## config.mk

```make
export PLATFORM = sky130hd
export DESIGN_NAME = chain_inlet_sequencer
export DESIGN_NICKNAME = d
export VERILOG_FILES = /design/src/rtl/chain_pkg.sv /design/src/rtl/chain_occ_tracker.sv /design/src/rtl/chain_inlet_sequencer.sv
export SDC_FILE = /design/constraint.sdc
export NUM_CORES = 1
export LEC_CHECK = 0
export ABC_AREA = 0
export BUFFER_PORTS_ARGS = -buffer_cell sky130_fd_sc_hd__buf_2
export CORE_UTILIZATION = 53
export CTS_CLUSTER_SIZE = 12
export DETAILED_ROUTE_END_ITERATION = 10
export PLACE_DENSITY = 0.88
export SLEW_MARGIN = 15
export SYNTH_ARGS = -nofsm -noshare
export SYNTH_HDL_FRONTEND = slang
export SYNTH_HIERARCHICAL = 1
export SYNTH_SLANG_ARGS = --single-unit
```

## constraint.sdc

```tcl
create_clock -name clk -period 2.1 [get_ports clk]
set_input_delay 0.315 -clock clk [delete_from_list [all_inputs] [get_ports clk]]
set_output_delay 0.315 -clock clk [all_outputs]
set_load 0.05 [all_outputs]
```

## src/rtl/chain_pkg.sv

```systemverilog
// Shared types and defaults for the chamber-chain inlet sequencer.
// Included first so the state enum is visible to every unit.
package chain_pkg;

  typedef enum logic [1:0] {
    IDLE,
    DOSE,
    STEP,
    SETTLE
  } state_e;

  localparam int N_CHAMBERS  = 96;
  localparam int STEP_CYCLES = 16;
  localparam int DOSE_W      = 8;

endpackage

```

## src/rtl/chain_occ_tracker.sv

```systemverilog
// Occupancy shift register for the chamber chain and the single
// exit slot that holds the sample leaving the last chamber.
module chain_occ_tracker
  import chain_pkg::*;
#(
  parameter int N = N_CHAMBERS
) (
  input  logic         clk,
  input  logic         rst,
  input  logic         shift_i,
  input  logic         ins_i,
  input  logic         out_ready_i,
  output logic [N-1:0] occ_o,
  output logic         out_valid_o,
  output logic         stall_o
);

  logic [N-1:0] occ_q, occ_d;
  logic         vld_q, vld_d;
  logic         set, clr;

  // A full slot only blocks the step when it is not draining now.
  assign stall_o = occ_q[N-1] & vld_q & ~out_ready_i;

  assign set = shift_i & occ_q[N-1];
  assign clr = vld_q & out_ready_i;

  always_comb begin
    occ_d = occ_q;
    if (shift_i) begin
      occ_d = {occ_q[N-2:0], ins_i};
    end
    vld_d = set | (vld_q & ~clr);
  end

  always_ff @(posedge clk) begin
    if (rst) begin
      occ_q <= '0;
      vld_q <= 1'b0;
    end else begin
      occ_q <= occ_d;
      vld_q <= vld_d;
    end
  end

  assign occ_o       = occ_q;
  assign out_valid_o = vld_q;

endmodule

```

## src/rtl/chain_inlet_sequencer.sv

```systemverilog
// Inlet controller for the chamber chain: meters doses through the
// valve, issues pump steps and exposes exiting samples downstream.
module chain_inlet_sequencer #(
  parameter int N_CHAMBERS  = chain_pkg::N_CHAMBERS,
  parameter int DOSE_W      = chain_pkg::DOSE_W,
  parameter int STEP_CYCLES = chain_pkg::STEP_CYCLES
) (
  input  logic                  clk,
  input  logic                  rst,
  input  logic                  req_valid,
  output logic                  req_ready,
  input  logic [DOSE_W-1:0]     req_dose,
  output logic                  valve_in,
  output logic                  pump_step,
  output logic [N_CHAMBERS-1:0] occ,
  output logic                  out_valid,
  input  logic                  out_ready,
  output logic                  busy
);
  import chain_pkg::*;

  localparam int SW = $clog2(STEP_CYCLES);
  localparam logic [SW-1:0] SET_LD = SW'(STEP_CYCLES - 1);

  state_e            state_q, state_d;
  logic [DOSE_W-1:0] dose_q, dose_d;
  logic [SW-1:0]     set_q, set_d;
  logic              ins_q, ins_d;
  logic              stall;

  always_ff @(posedge clk) begin
    if (rst) begin
      state_q <= IDLE;
      dose_q  <= '0;
      set_q   <= '0;
      ins_q   <= 1'b0;
    end else begin
      state_q <= state_d;
      dose_q  <= dose_d;
      set_q   <= set_d;
      ins_q   <= ins_d;
    end
  end

  always_comb begin
    state_d   = state_q;
    dose_d    = dose_q;
    set_d     = set_q;
    ins_d     = ins_q;
    req_ready = 1'b0;
    valve_in  = 1'b0;
    pump_step = 1'b0;
    unique case (state_q)
      IDLE: begin
        req_ready = ~rst;
        if (req_valid) begin
          dose_d  = req_dose;
          ins_d   = |req_dose;
          state_d = (|req_dose) ? DOSE : STEP;
        end else if (|occ) begin
          ins_d   = 1'b0;
          state_d = STEP;
        end
      end
      DOSE: begin
        valve_in = 1'b1;
        dose_d   = dose_q - DOSE_W'(1);
        if (dose_q == DOSE_W'(1)) begin
          state_d = STEP;
        end
      end
      STEP: begin
        if (!stall) begin
          pump_step = 1'b1;
          set_d     = SET_LD;
          state_d   = SETTLE;
        end
      end
      SETTLE: begin
        set_d = set_q - SW'(1);
        if (set_q == SW'(1)) begin
          state_d = IDLE;
        end
      end
      default: state_d = IDLE;
    endcase
  end

  assign busy = (state_q != IDLE);

  chain_occ_tracker #(
    .N(N_CHAMBERS)
  ) u_occ (
    .clk         (clk),
    .rst         (rst),
    .shift_i     (pump_step),
    .ins_i       (ins_q),
    .out_ready_i (out_ready),
    .occ_o       (occ),
    .out_valid_o (out_valid),
    .stall_o     (stall)
  );

endmodule
```

## After elaboration in Yosys (flattened, before gate mapping)

Cells that the tools add are included.

| word-level totals | value |
|---|---|
| register bits after elaboration | 112 |
| logic and storage cells | 55 |
| output and inout port bits | 101 |
| bits of input ports | 12 |
| memories kept | 0 |
| memory bits (writable) | 0 |
| latch bits | 0 |
| ROM bits | 0 |

| operators by class | value |
|---|---|
| bitwise logic cells | 9 |
| shift-type cells | 0 |
| $lt $le $gt $ge | 0 |
| eq/ne operators | 10 |
| reductions and logical operators | 11 |
| add/sub/neg operators | 2 |
| multipliers | 0 |
| div/mod/pow operators | 0 |
| mux-type cells | 17 |

Operator list:

| kind | number |
|---|---|
| OR reduction 96 bit | 1 |
| case mux 8 bit (2 select lines) | 1 |
| two-way mux 2 bit | 6 |
| equality test 8 x 1 -> 1 bit, second input constant | 1 |
| two-way mux 8 bit | 1 |
| inequality test 2 bit, second input constant | 4 |
| case mux 2 bit (4 select lines) | 1 |
| case mux 4 bit (2 select lines) | 1 |
| nonzero test 2 bit | 4 |
| OR reduction 8 bit | 1 |
| subtractor 8 x 1 -> 8 bit, second input constant | 1 |
| two-way mux 1 bit | 6 |
| AND reduction 2 bit | 3 |
| AND 1 bit | 5 |
| equality test 2 bit, second input constant | 2 |
| equality test 4 x 1 -> 1 bit, second input constant | 1 |
| two-way mux 4 bit | 1 |
| AND reduction 4 bit | 1 |
| subtractor 4 x 1 -> 4 bit, second input constant | 1 |
| inequality test 3 bit, second input constant | 1 |
| NOT 1 bit | 3 |
| equality test 2 x 1 -> 1 bit, second input constant | 1 |
| logical NOT 2 bit | 1 |
| bitwise OR 1 bit | 1 |

## Logic depth before layout (Yosys ltp)

Gate-level depths: netlist of run 1.

| logic depth | value |
|---|---|
| depth in word-level cells | 6 |
| gate-level depth with buffers | 8 |

## Hierarchy

The synthesis of run 1 kept the hierarchy.

Modules (own cells, without submodules):

| module | instances | area each (µm²) | cells an instance | sequential area each (µm²) |
|---|---|---|---|---|
| chain_occ_tracker | 1 | 3445.8 | 316 | 1941.9 |
| chain_inlet_sequencer | 1 | 1159.9 | 154 | 300.3 |

## Worst setup path after synthesis of run 1

OpenSTA, ideal clock, no wires.

| timing path | value |
|---|---|
| path kind | register to register |
| from | register u_occ.vld_q, in the netlist u_occ/out_valid_o |
| to | register u_occ.occ_q[74], in the netlist u_occ/occ_o[74] |
| data required time | 1.972 ns |
| library setup time | 0.128 ns |
| arrival time | 2.226 ns |
| clock period less this slack | 2.354 ns |
| cell stages (with the launch flop) | 9 |
| slack | -0.254 ns |
| cells stage by stage | dfxtp_1 -> nand2b_1 -> nor2_1 -> nor2b_1 -> buf_4 -> buf_8 -> buf_8 -> mux2i_1 -> nor2_1 |

| on the way | value |
|---|---|
| cells in the longest elaborated chain, start to end | 4 |

RTL lines:

| element | line | RTL |
|---|---|---|
| start, declared | chain_occ_tracker.sv:19 | `logic vld_q, vld_d;` |
| start signal, assigned | chain_occ_tracker.sv:42 | `vld_q <= vld_d;` |
| AND 1 bit (2 in series) | chain_occ_tracker.sv:23 | `assign stall_o = occ_q[N-1] & vld_q & ~out_ready_i;` |
| via stall | chain_inlet_sequencer.sv:29 | `logic stall;` |
| two-way mux 1 bit | chain_inlet_sequencer.sv:73 | `if (!stall) begin` |
| two-way mux 1 bit | chain_inlet_sequencer.sv:53 | `unique case (state_q)` |
| via pump_step | chain_inlet_sequencer.sv:14 | `output logic pump_step,` |
| end signal, assigned | chain_occ_tracker.sv:38 | `occ_q <= '0;` |
| end signal, assigned | chain_occ_tracker.sv:41 | `occ_q <= occ_d;` |
| end, declared | chain_occ_tracker.sv:18 | `logic [N-1:0] occ_q, occ_d;` |

The timed path passes the listed nets, and every way through them passes these cells.
A chain may end at the register's enable or synchronous reset.

## Final worst setup path of run 1

| timing path | value |
|---|---|
| from | register u_occ.occ_q[78], in the netlist u_occ/occ_o[78] |
| to | register state_q[1] |

| on the way | value |
|---|---|
| cells in the longest elaborated chain, start to end | 3 |

RTL lines:

| element | line | RTL |
|---|---|---|
| OR reduction 96 bit | chain_inlet_sequencer.sv:60 | `end else if (\|occ) begin` |
| inequality test 3 bit (no line) | - |  |
| AND reduction 4 bit (no line) | - |  |
| end signal, assigned | chain_inlet_sequencer.sv:38 | `state_q <= state_d;` |
| end, declared | chain_inlet_sequencer.sv:25 | `state_e state_q, state_d;` |

No other way between the ends.

==> results of run 1 <==
[final timing paths]
path,end,slack (ns)
worst max-delay path,state_q[1],0.07
worst min-delay path,u_occ/out_valid_o,0.25
worst max register to register,state_q[1],0.07
worst min register to register,ins_q,0.48
[logic make-up after synthesis]
logic type      Yosys count  share of synthesized area
simple gates            170                      0.165
flops                   112                      0.487
mux                      97                      0.211
compound gates           46                     0.0674
buf+inv                  37                     0.0478
fa+ha+maj                 8                     0.0217
[through the flow]
stage                     hold slack [ns]  power [uW]  cell area, um^2  utilization  setup slack [ns]
after floorplan                     0.435        4170             4610            -            0.0337
after global placement              0.451        4350             5210        0.628             0.184
after detailed placement            0.457        4390             5210        0.628             0.119
after CTS                           0.227        5850             5450        0.657            0.0931
after global routing                0.251        6120             5460        0.658            0.0349
final                               0.246        5830             5460        0.658            0.0694
[repair_timing]
| item | 4_1_cts | 5_1_grt |
|---|---|---|
| resized for setup | 0 | 1 |
| endpoints found under the setup margin | 0 | 1 |
| hold endpoints to repair | 0 | 0 |
| hold buffers | 0 | 0 |
[Yosys cell counts (4+ instances only)]
master | number | area share
nor2_1 | 111 | 0.090
mux2i_1 | 97 | 0.21
buf_4 | 9 | 0.015
clkbuf_1 | 11 | 0.0090
nand2_1 | 14 | 0.011
a21oi_1 | 10 | 0.011
buf_8 | 4 | 0.013
a211oi_1 | 6 | 0.0098
o21ai_0 | 9 | 0.0098
nand4_1 | 6 | 0.0082
nand3_1 | 4 | 0.0043
nor3_1 | 5 | 0.0054
dfxtp_1 | 112 | 0.49
ha_1 | 8 | 0.022
inv_1 | 10 | 0.0082
nor4_1 | 24 | 0.033
[worst max-delay path, cell delays in order (launching register included)]
cell     delay [ns]
dfxtp_1        0.35
nor4_1         0.49
nand3_1        0.22
nor4_2         0.43
a31oi_2        0.17
o221a_1        0.27
[per-layer routing]
metal	routed length, um	vias to the layer above	track usage
met4	150	0	0.0682
li1	-	1861	-
met2	5220	102	0.401
met1	4750	1782	0.310
met5	0	-	0
met3	629	14	0.0662
[registers in the layout, summed over array words and instances (netlist names)]
signal,cells
state_q,2
u_occ/out_valid_o,1
set_q,4
dose_q,8
u_occ/occ_o,96
ins_q,1
[final cells by class]
| class | count | area, um^2 |
|---|---|---|
| Fill cell | 660 | 2840 |
| Sequential cell | 112 | 2240 |
| Multi-Input combinational cell | 321 | 2160 |
| Timing Repair Buffer | 120 | 648 |
| Tap cell | 105 | 131 |
| Clock buffer | 10 | 128 |
| Clock inverter | 6 | 110 |
| Inverter | 11 | 41.3 |
[power by group through the flow]
stage / logic (uW) / registers, uW / clock network, uW
3_3_place_gp: 1940 / 2410 / 0
5_1_grt: 2150 / 2390 / 1570
6_report: 1990 / 2370 / 1460
3_5_place_dp: 1970 / 2420 / 0
4_1_cts: 1980 / 2370 / 1500
2_1_floorplan: 1770 / 2400 / 0
==> results.yml, run 1 <==
clocking:
  clkTransAtPathRegs_ns: 0.10
  cts_buffer_depth: 2
  cts_inserted_buffers: 9
  cts_tree: "yes"
  post_cts_buffers: 0
  clock-sinks: 112
  root_buffer: "clkbuf_8"
  h-tree-depth: 3
  insertion_delay_ns: 0.37
placement:
  port_buffers: 112
  gp_congestion: 0.831
  place_inst: 669
  dp_hpwl_um: 7590
global_route:
  grt_usage: 0.243
  grt_max_degree: 58
  grt_pass1_wl_um: 17100
  grt_antenna_before_repair: 0
  grt_pass1_vias: 3541
  grt.overflow.total: 0
power_and_ir_drop:
  ir_drop_uv: 917
  p_seq_frac: 0.407
  comb_power_share: 0.342
  cell_internal_pwr_uw: 3760
  pwr_density_cell_nw_per_um2: 1070
  pwr-share-clk: 0.251
  leakage_uw: 0.00241
  p_sw_uw: 2070
  swShare: 0.355
detailed_routing:
  ant_nets: 0
  drt_iter0_drc: 156
  drcViolationCount: 0
  vias: 3759
  drt-pass1-iter-count: 4
  drt-vias-per-instance: 5.49
  wl_per_cell_um: 15.7
  postRouteWirelength_um: 10700
timing:
  worst_pin_slew_ns: 0.519
  finClkSkew_ns: 0.0119
  rsz0062_at_grt: "no"
  finalSetupTns_ns: 0
  fmax_mhz: 492
  setup_viol: 0
  slew_violations: 0
  hold_viol: 0
  fin_crit_sh: 0.967
  finalCriticalPeriod_ns: 2.03
  slew_headroom: 0.652
synthesis:
  synth_cells: 470
  netlist_area_um2: 4610
  synth_cell_types: 38
  syn_avg_cell_area_um2: 9.80
  synth-seq-area-share: 0.487
  yosys_warnings: 6
  synthFlopType: "dfxtp_1"
  syn_nets: 490
  ys_async_sr_fraction: 0
  ys_ff_latch: 112
  synth_edf_count: 0
floorplan:
  start_util: 0.555
  die-area_um2: 9070
  die_w_um: 95.2
  ios: 113
  fp.dieH_um: 95.2
  rows: 33
  coreArea_um2: 8300
setup_path:
  crit_start: "u_occ/occ_o[78]"
  cp.required_ns: 2.36
  startpoint_type: "flip-flop"
  endpoint_kind: "flip-flop"
  r2r_start: "u_occ/occ_o[78]"
  arrival_ns: 2.29
  worstRegToRegCells: 5
  critPathKind: "reg -> reg"
  cp_max_fo: 4
hold_path:
  hp-start: "out_ready"
  hold_depth: 3
  holdCritPathClass: "in -> reg"
cells_and_area:
  nets: 595
  stdcell_count: 685
  area_delta_synth_final_pct: 18.5
  mostFrequentLayoutCells: "112 x dfxtp_1, 111 x nor2_1, 111 x buf_2"
  diodes: 0
  drive_above_1_share: 0.243
  layout_commonest_cell: "dfxtp_1"
flow_run:
  max-cap-violations: 0
run_status:
  status: "finished, final reports clean"
No activity file was read; power rests on OpenSTA's default activity.
==> inputs of run 2 (changes only) <==
--- a/config.mk
+++ b/config.mk
@@ -6,11 +6,13 @@
 export NUM_CORES = 1
 export LEC_CHECK = 0
 export ABC_AREA = 0
+export ABC_CLOCK_PERIOD_IN_PS = 2100
 export BUFFER_PORTS_ARGS = -buffer_cell sky130_fd_sc_hd__buf_2
 export CORE_UTILIZATION = 53
 export CTS_CLUSTER_SIZE = 12
 export DETAILED_ROUTE_END_ITERATION = 10
 export PLACE_DENSITY = 0.88
+export REMOVE_ABC_BUFFERS = 1
 export SLEW_MARGIN = 15
 export SYNTH_ARGS = -nofsm -noshare
 export SYNTH_HDL_FRONTEND = slang
==> run 2 against run 1 <==
- via count up 2.4%
- combinational power up 8%
- global-route usage down 0.62 points
- flip-flop and latch count stayed put
- wire length shrank 1.2%
- cell area is essentially flat
- die area unchanged
- register-to-register slack improved by 0.13 ns
- first-iteration DRC count is 5.8% higher
- sequential power about the same
- non-clock buffer count rose by 7
- highest routed layer unchanged
==> results.yml, run 2 (synthesized netlist as in run 1, its figures left out) <==
hold_path:
  holdCritPathClass: "in -> reg"
  hold_path_end: "u_occ/out_valid_o"
  hold_depth: 3
  hp-start: "out_ready"
detailed_routing:
  met2_length_um: 5020
  drt_iter0_drc: 165
  vias: 3851
  ant_nets: 0
  postRouteWirelength_um: 10600
  drt-vias-per-instance: 5.57
  drt-met1-wl_um: 4830
  drt-pass1-iter-count: 4
  top_layer_used: "met4"
  drcViolationCount: 0
  wl_met3_um: 641
  wl_per_cell_um: 15.3
cells_and_area:
  nets: 602
  fin_area_um2: 5460
  layout_commonest_cell: "dfxtp_1"
  largest_reg_flops: 96
  area_delta_synth_final_pct: 18.4
  drive_above_1_share: 0.252
  regArea_um2: 2240
  diodes: 0
  stdcell_count: 692
  n_fill_cell: 696
  mostFrequentLayoutCells: "112 x dfxtp_1, 111 x nor2_1, 111 x buf_2"
  multi_input_area_um2: 2160
clocking:
  clock-sinks: 112
  clkTransAtPathRegs_ns: 0.10
  root_buffer: "clkbuf_8"
  cts_hold_buffers: 0
  h-tree-depth: 3
  cts_tree: "yes"
  insertion_delay_ns: 0.36
  cts_buffer_depth: 2
  cts_inserted_buffers: 9
setup_path:
  worstReg2RegEnd: "state_q[1]"
  arrival_ns: 1.61
  r2r_start: "u_occ/occ_o[78]"
  cp_max_fo: 5
  critPathKind: "reg -> out"
  cp.required_ns: 1.78
  worstRegToRegCells: 5
  endpoint_kind: "output port"
  r2r_slack_ns: 0.20
  startpoint_type: "flip-flop"
floorplan:
  rows: 33
  die-area_um2: 9070
  ios: 113
  die_w_um: 95.2
  coreArea_um2: 8300
  start_util: 0.555
  fp.dieH_um: 95.2
power_and_ir_drop:
  ir_drop_uv: 578
  pwr_density_cell_nw_per_um2: 1040
  finalPower_uw: 5660
  leakage_uw: 0.00242
global_route:
  grt_pass1_vias: 3461
  grt_antenna_before_repair: 0
  grt_usage: 0.236
  grt_pass1_wl_um: 16700
  grt_max_degree: 77
  grt.overflow.total: 0
timing:
  fin_ws_ns: 0.174
  finClkSkew_ns: 0.0107
  holdWs_ns: 0.261
  setup_viol: 0
  fin_crit_sh: 0.917
  slew_violations: 0
  hold_viol: 0
  fmax_mhz: 519
  finalCriticalPeriod_ns: 1.93
  slew_headroom: 0.679
  rsz0062_at_grt: "no"
  worst_pin_slew_ns: 0.478
placement:
  dpl_cell_area_um2: 5270
  place_inst: 675
  dp_hpwl_um: 7520
  gp_congestion: 0.846
  dpl_worst_slack_ns: 0.135
  port_buffers: 112
run_status:
  status: "finished, final reports clean"
flow_run:
  max-cap-violations: 0
==> run 2: cell count changes in the layout (fill, tap and decap cells not counted) <==
cell	previous run	this run
buf_12	2	3
clkinv_8	2	0
clkinvlp_4	0	2
bufinv_16	2	0
buf_4	7	13
clkinv_2	0	2
==> run 2: layout make-up <==
cell class                      count  share of cell area
Sequential cell                   112               0.411
Multi-Input combinational cell    321               0.395
Timing Repair Buffer              127               0.131
Tap cell                          105              0.0241
Clock buffer                       10              0.0234
Clock inverter                      6             0.00780
Inverter                           11             0.00757
==> run 2: through the flow <==
step                       util  setup TNS [ns]
after floorplan               -         -593.36
after global placement    0.635               0
after detailed placement  0.635               0
after CTS                 0.657               0
after global routing      0.657               0
final                     0.657               0
==> run 2: worst max-delay path, cell delays in order, from the launching register on <==
cell and delay [ns]:
dfxtp_1 0.35, inv_1 0.09, ha_1 0.26, inv_1 0.16, nor2_1 0.12, buf_2 0.27
==> run 2: what timing repair did <==
item | CTS | global route
endpoints found under the setup margin | 1 | 1
buffers inserted | 1 | 0
gates resized for setup | 0 | 1
==> run 2: how the worst max path moves through the flow <==
stage | start | to | slack (ns)
final | state_q[0] | req_ready | 0.17
after global routing | state_q[0] | req_ready | 0.05
after CTS | u_occ/occ_o[22] | state_q[1] | 0.13
after detailed placement | u_occ/occ_o[22] | state_q[1] | 0.13
after global placement | u_occ/occ_o[22] | state_q[1] | 0.20
after floorplan | u_occ/out_valid_o | u_occ/occ_o[0] | -6.03
==> run 2: where the power goes <==
group | internal (uW) | switching, uW | total, uW
combinational | 912 | 1230 | 2140
sequential | 2240 | 134 | 2370
clock | 437 | 711 | 1150
==> run 2: per-layer routing <==
| layer | track usage | vias to the layer above |
|---|---|---|
| li1 | - | 1873 |
| met1 | 0.315 | 1845 |
| met2 | 0.385 | 122 |
| met3 | 0.0463 | 11 |
| met4 | 0.0732 | 0 |
| met5 | 0 | - |
